$ cat src/rtl/redip_pkg.sv
// Shared types and constants for the warm-boot request path.
package redip_pkg;

    typedef enum logic [2:0] {
        WB_IDLE,
        WB_GOT_R,
        WB_GOT_B,
        WB_ARM,
        WB_BOOT
    } warmboot_state_t;

    localparam logic [7:0] WB_MAGIC_R = 8'h52;
    localparam logic [7:0] WB_MAGIC_B = 8'h42;

    function automatic int wb_max(input int a, input int b);
        return (a > b) ? a : b;
    endfunction

endpackage

$ cat src/rtl/warmboot_ctrl.sv
// Watches register writes for the 'R','B',image unlock sequence and then
// issues a delayed, sticky warm-boot request with a frozen image select.
module warmboot_ctrl
    import redip_pkg::*;
#(
    parameter logic [4:0] MAGIC_ADDR = 5'h1F,
    parameter int         TIMEOUT    = 24_000,
    parameter int         ARM_DELAY  = 240     // must be >= 1
) (
    input  logic       clk_24,
    input  logic       rst_24_n,
    input  logic       enable,
    input  logic       bus_we,
    input  logic [4:0] bus_addr,
    input  logic [7:0] bus_data,
    output logic [1:0] image,
    output logic       boot,
    output logic       pending
);

    localparam int CNT_W = $clog2(wb_max(TIMEOUT, ARM_DELAY) + 1);
    localparam logic [CNT_W-1:0] TO_LOAD  = CNT_W'(TIMEOUT);
    localparam logic [CNT_W-1:0] ARM_LOAD = CNT_W'(ARM_DELAY - 1);

    warmboot_state_t  state_q, state_d;
    logic [CNT_W-1:0] cnt_q, cnt_d;
    logic [1:0]       image_q, image_d;
    logic             boot_q, boot_d;
    logic             pending_q, pending_d;

    logic             magic_wr;
    logic [CNT_W-1:0] cnt_dec;

    assign magic_wr = bus_we && (bus_addr == MAGIC_ADDR);
    assign cnt_dec  = (cnt_q == '0) ? '0 : cnt_q - 1'b1;

    always_comb begin
        state_d = state_q;
        cnt_d   = cnt_q;
        image_d = image_q;

        unique case (state_q)
            WB_IDLE: begin
                if (magic_wr && bus_data == WB_MAGIC_R) begin
                    state_d = WB_GOT_R;
                    cnt_d   = TO_LOAD;
                end
            end
            WB_GOT_R: begin
                // An accepted write takes priority over the timer expiring.
                if (magic_wr) begin
                    if (bus_data == WB_MAGIC_R) begin
                        cnt_d = TO_LOAD;
                    end else if (bus_data == WB_MAGIC_B) begin
                        state_d = WB_GOT_B;
                        cnt_d   = TO_LOAD;
                    end else begin
                        state_d = WB_IDLE;
                        cnt_d   = '0;
                    end
                end else if (cnt_q == '0) begin
                    state_d = WB_IDLE;
                end else begin
                    cnt_d = cnt_dec;
                end
            end
            WB_GOT_B: begin
                if (magic_wr) begin
                    if (bus_data[7:2] == 6'd0) begin
                        state_d = WB_ARM;
                        image_d = bus_data[1:0];
                        cnt_d   = ARM_LOAD;
                    end else if (bus_data == WB_MAGIC_R) begin
                        state_d = WB_GOT_R;
                        cnt_d   = TO_LOAD;
                    end else begin
                        state_d = WB_IDLE;
                        cnt_d   = '0;
                    end
                end else if (cnt_q == '0) begin
                    state_d = WB_IDLE;
                end else begin
                    cnt_d = cnt_dec;
                end
            end
            WB_ARM: begin
                if (cnt_q == '0) begin
                    state_d = WB_BOOT;
                end else begin
                    cnt_d = cnt_dec;
                end
            end
            WB_BOOT: begin
                state_d = WB_BOOT;
            end
            default: begin
                state_d = WB_IDLE;
                cnt_d   = '0;
                image_d = 2'b00;
            end
        endcase

        // Losing enable aborts everything short of an issued boot.
        if (!enable && state_q != WB_BOOT) begin
            state_d = WB_IDLE;
            cnt_d   = '0;
            image_d = 2'b00;
        end

        boot_d    = (state_d == WB_BOOT);
        pending_d = (state_d == WB_ARM) || (state_d == WB_BOOT);
    end

    always_ff @(posedge clk_24) begin
        if (!rst_24_n) begin
            state_q   <= WB_IDLE;
            cnt_q     <= '0;
            image_q   <= 2'b00;
            boot_q    <= 1'b0;
            pending_q <= 1'b0;
        end else begin
            state_q   <= state_d;
            cnt_q     <= cnt_d;
            image_q   <= image_d;
            boot_q    <= boot_d;
            pending_q <= pending_d;
        end
    end

    assign image   = image_q;
    assign boot    = boot_q;
    assign pending = pending_q;

endmodule

$ cat config.mk
export PLATFORM = sky130hd
export DESIGN_NAME = warmboot_ctrl
export DESIGN_NICKNAME = d
export VERILOG_FILES = /design/src/rtl/redip_pkg.sv /design/src/rtl/warmboot_ctrl.sv
export SDC_FILE = /design/constraint.sdc
export NUM_CORES = 1
export LEC_CHECK = 0
export BUFFER_PORTS_ARGS = -buffer_cell sky130_fd_sc_hd__buf_2
export CAP_MARGIN = 20
export CORE_ASPECT_RATIO = 1.25
export CORE_UTILIZATION = 45
export DETAILED_ROUTE_END_ITERATION = 10
export PLACE_DENSITY = 0.72
export SLEW_MARGIN = 20
export SYNTH_ARGS = -nofsm -noshare
export SYNTH_HDL_FRONTEND = slang
export SYNTH_SLANG_ARGS = --single-unit
$ cat constraint.sdc
create_clock -name clk_24 -period 2.2 [get_ports clk_24]
set_input_delay 0.22 -clock clk_24 [delete_from_list [all_inputs] [get_ports clk_24]]
set_output_delay 0.22 -clock clk_24 [all_outputs]
set_load 0.01 [all_outputs]
---- After elaboration in Yosys (flattened, before gate mapping) ----
Index checks and enable logic that the tools add are counted.
cells by class
  bitwise gates (word level) .............. 3
  multiplexer cells ....................... 23
  reduce and logical (&&, ||, !) cells .... 12
  equal/unequal tests ..................... 13
  add/sub/neg operators ................... 1
operator list
  cell                                                                   count
  15-bit 2-to-1 mux                                                      8
  15-bit one-hot mux with 5 select lines                                 1
  3-bit 2-to-1 mux                                                       7
  8-bit by 7-bit equality test with 1-bit output, second input constant  2
  15-bit logical NOT                                                     1
  3-bit one-hot mux with 5 select lines                                  1
  15-bit by 1-bit subtractor with 15-bit output, second input constant   1
  3-bit by 2-bit equality test with 1-bit output, second input constant  3
  2-bit 2-to-1 mux                                                       4
  3-bit equality test, second input constant                             2
  6-bit logical NOT                                                      1
  2-bit != test, second input constant                                   3
  5-bit equality test, second input constant                             1
  2-bit one-hot mux with 2 select lines                                  1
  4-bit OR reduction                                                     1
  3-bit by 1-bit equality test with 1-bit output, second input constant  1
  1-bit logical AND                                                      3
  3-bit logical NOT                                                      1
  3-bit != test, second input constant                                   1
  1-bit NOT                                                              3
  3-bit AND reduction                                                    1
  2-bit AND reduction                                                    1
  2-bit OR reduction                                                     1
  1-bit logical NOT                                                      1
  other kinds (2)                                                        2
word-level totals
  register bits after elaboration ......... 22

---- Depth between registers and ports, before layout ----
  depth in word-level cells ............... 8
  gate-level depth with buffers ........... 9

---- Least setup slack after synthesis ----
OpenSTA, ideal clock, no wires.
  kind .................................... reg2reg
  start ................................... register cnt_q[4]
  end ..................................... register pending_q, in the netlist pending
  setup time .............................. 121 ps
  slack ................................... 240 ps
  data required time ...................... 2079 ps
  arrival time ............................ 1839 ps
  cell stages (with the launch flop) ...... 8
  cells stage by stage .................... dfxtp_1 -> or4_4 -> nor3_4 -> and2_1 -> buf_4 -> nor2_2 -> a221oi_2 -> o21bai_1
between the ends
  word-level cells in the longest chain between the ends .. 7
  elaborated cells between the ends (all ways) .. 10
  classes of those cells .................. 2 x eq/ne; 6 x mux; 2 x reduce/logical
RTL lines
  element                                                                                       RTL line                                                       source
  start, declared                                                                               warmboot_ctrl.sv:26                                            logic [CNT_W-1:0] cnt_q, cnt_d;
  start signal, assigned                                                                        warmboot_ctrl.sv:123                                           cnt_q <= cnt_d;
  15-bit logical NOT (*)                                                                        warmboot_ctrl.sv:61, warmboot_ctrl.sv:80, warmboot_ctrl.sv:87
  3-bit 2-to-1 mux                                                                              warmboot_ctrl.sv:61, warmboot_ctrl.sv:80
  3-bit 2-to-1 mux, on equally long branches                                                    warmboot_ctrl.sv:68, warmboot_ctrl.sv:51
  3-bit one-hot mux with 5 select lines (*)                                                     warmboot_ctrl.sv:42                                            unique case (state_q)
  3-bit 2-to-1 mux (*)                                                                          warmboot_ctrl.sv:104                                           if (!enable && state_q != WB_BOOT) begin
  3-bit by 2-bit equality test with 1-bit output / 3-bit equality test (equally long branches)  warmboot_ctrl.sv:111                                           pending_d = (state_d == WB_ARM) || (state_d == WB_BOOT);
  1-bit logical OR (*)                                                                          warmboot_ctrl.sv:111
  end signal, assigned                                                                          warmboot_ctrl.sv:126                                           pending_q <= pending_d;
  end, declared                                                                                 warmboot_ctrl.sv:29                                            logic pending_q, pending_d;
Mark *: on every way between the ends. The rest lies on a longest branch, timed or not.
A chain may end at the register's enable or synchronous reset.

---- Worst setup path after layout ----
Same ends and word-level chain as after synthesis.

==> run metrics <==
status completed; vias in the first global route approximately 1,500; met3 wire length 246 um; Leak Pwr about 0.75 nW; Synth area leader dfxtp_1; latest clock arrival within the worst-skew pair roughly 0.26 ns; GPL Wtd Cong 0.925; syn avg cell area about 7.5 um^2; Placeable Area about 3200 um^2; Mapped Cells a little over 200; FMAX about 470 MHz; Post-synth ARST share 0; Die Wd 54.2 um; Die Ht just under 70 um; CP Launch Type flip-flop; highest metal used met4; share of cells above drive strength 1 0.232; H-tree depth 1; Inserted Diodes 0; fin util 0.570; total CTS buffers 3; Power per Cell Area about 440 nW/um^2; Setup CP Type flip-flop to flip-flop; Max Root-Sink Buffers 2; Logic pwr share 0.051; Iteration-0 DRC Markers 73; Distinct cells, synth 56; FF-to-FF setup slack 0.06 ns; first-pass detailed-route iteration total 4; Met2 Wirelength 1980 um; initial antenna violation count 0; Synth Flop Type dfxtp_1; fin crit share 0.975; DIE AREA around 3700 um^2; RSZ-0062 raised after global routing false; Setup Skew 0.00617 ns; Layout area overhead 19.7%; Clk pwr share 0.462; total of fill cells in the finished design 300; M1 WL 1860 um; clk root buf clkbuf_8; Req. time, crit path roughly 2.4 ns; post-layout min period around 2.1 ns; gr ovfl total 0; Sw Pwr approximately 0.16 mW; CP endpoint kind flip-flop; fin. max-slew vios 0; YS warnings 0; global-route wire length before repair between 6000 and 7000 um; Max-Cap Viols 0; detailed-placement wirelength estimate 3250 um; synthesized area 1540 um^2; register bit count reported by yosys 22; sequential fraction of design power 0.487; Hold Violations, Final 0; drt wl/cell about 15 um; crit path DAT 2.29 ns; post-route ant nets 0; clock sink count 22; Max Fanout on Critical Path 6; Nets 257; setup tns final 0 ns; ranking of synthesized cells by area dfxtp_1 29%, o21ai_0 5.9%, nor2_1 5.6%; via/cell ratio 5.95; syn_nets between 200 and 250; Worst-path clk slew about 0.08 ns; Boundary Pins 21; switching share of power 0.194; via count around 1,600; Buffers on Ports 20; global-route usage over all layers 0.250; Rel. slew slack 0.621; hold_buf cts 0; worst vdd ir between 0.3 and 0.4 mV; Post-synth EDFFs 0; Std-Cell Rows 23; Routed WL roughly 4200 um; CTS tree yes; DRC viols 0; sequential cell area fraction in the yosys report 0.287; Starting Density 0.476; Worst-Margin Slew between 0.5 and 0.6 ns; largest net degree at the start of global routing 16; P_int about 0.66 mW; Setup violations, final 0; worst min path class input port to flip-flop; Synth top area share 0.287
## kinds of logic after synthesis
logic type               count (synthesis)  synth area share
buffers and inverters                   22            0.0628
multiplexers                             1           0.00733
AND/OR/NAND/NOR                         82             0.299
adder cells (fa/ha/maj)                  2            0.0163
AO/OA/AOI/OAI                           69             0.288
flip-flops                              22             0.287
XOR/XNOR                                 7            0.0399
## final cells by class
cell class	instances	area, um^2	area share
multi-input cells	161	1000	0.544
well taps	37	46.3	0.0252
clock inverters	1	30.0	0.0163
repair buffers	38	235	0.128
clock buffers	3	41.3	0.0225
inverters	12	45.0	0.0245
flip-flops and latches	22	440	0.240
## worst paths after layout
check	endpoint	cells after the start	startpoint
min	boot	2	rst_24_n
max	pending	7	cnt_q[4]
min reg2reg	image[1]	2	image[1]
max reg2reg	pending	7	cnt_q[4]
## registers in the layout, summed over array words and instances, names as in the netlist
signal and flops:
cnt_q 15, state_q 3, image 2, boot 1
pending 1
## per-stage QoR
| step | instance area [um^2] | hold slack, ns | setup slack [ns] | std cells | power [mW] |
|---|---|---|---|---|---|
| 4_1_cts | 1840 | 0.196 | 0.00417 | 274 | 0.827 |
| 2_1_floorplan | 1540 | 0.348 | 0.240 | 205 | 0.422 |
| 6_report | 1840 | 0.197 | 0.0551 | 274 | 0.817 |
| 5_1_grt | 1840 | 0.202 | 0.0142 | 274 | 0.847 |
| 3_5_place_dp | 1770 | 0.466 | 0.0339 | 270 | 0.448 |
| 3_3_place_gp | 1770 | 0.459 | 0.119 | 270 | 0.447 |
## cells in the final DEF, fill, tap and decap left out, types with 2 or more instances in the layout
cell type,synthesis,final
a2111oi_0,2,2
a211oi_1,6,6
a21oi_1,17,17
a31oi_1,7,7
a41oi_1,2,2
and3_1,3,3
buf_2,2,20
buf_4,1,18
clkbuf_8,0,3
dfxtp_1,22,22
ha_1,2,2
inv_1,12,12
nand2_1,12,12
nand3_1,6,6
nand3b_1,3,3
nand4_1,3,3
nand4b_1,2,2
nor2_1,23,23
nor2_2,2,2
nor2b_1,2,2
nor3_1,7,7
nor3_4,2,2
nor4_1,3,3
o21ai_0,18,18
o21ai_1,2,2
o31ai_1,2,2
or3_1,2,2
xor2_1,6,6
## worst max-delay path, stage by stage (launching register included)
cell	delay, ns
dfxtp_1	0.36
or4_4	0.59
nor3_4	0.20
buf_4	0.16
and2_2	0.23
nor2_2	0.06
a221oi_2	0.31
o21bai_1	0.10
## cell usage after synthesis, types with 2 or more instances
library cell  count
nand2_1          12
o21ai_0          18
nor4_1            3
nand4b_1          2
buf_2             2
o21ai_1           2
a211oi_1          6
nor2_1           23
nor3_4            2
nand3_1           6
a41oi_1           2
nor2_2            2
inv_1            12
a31oi_1           7
a2111oi_0         2
xor2_1            6
nand3b_1          3
ha_1              2
a21oi_1          17
dfxtp_1          22
nor3_1            7
o31ai_1           2
nand4_1           3
and3_1            3
nor2b_1           2
or3_1             2
clkbuf_1          6
## timing repair
action | 4_1_cts | 5_1_grt
resized for setup | 0 | 1
setup endpoints to repair | 0 | 2
buffers inserted | 0 | 0
## layer usage
| layer | vias to the layer above | track usage |
|---|---|---|
| met5 | - | 0 |
| met4 | 0 | 0.0865 |
| met3 | 8 | 0.0360 |
| met2 | 56 | 0.422 |
| met1 | 743 | 0.317 |
| li1 | 824 | - |
## power groups by stage
stage               sequential, mW  clock [mW]  combinational (mW)
finish                       0.398       0.378              0.0412
global route                 0.398       0.405              0.0449
CTS                          0.398       0.388              0.0407
detailed placement           0.407           0              0.0406
global placement             0.407           0              0.0402
floorplan                    0.407           0              0.0153
Power figures use the tool's default switching activity.
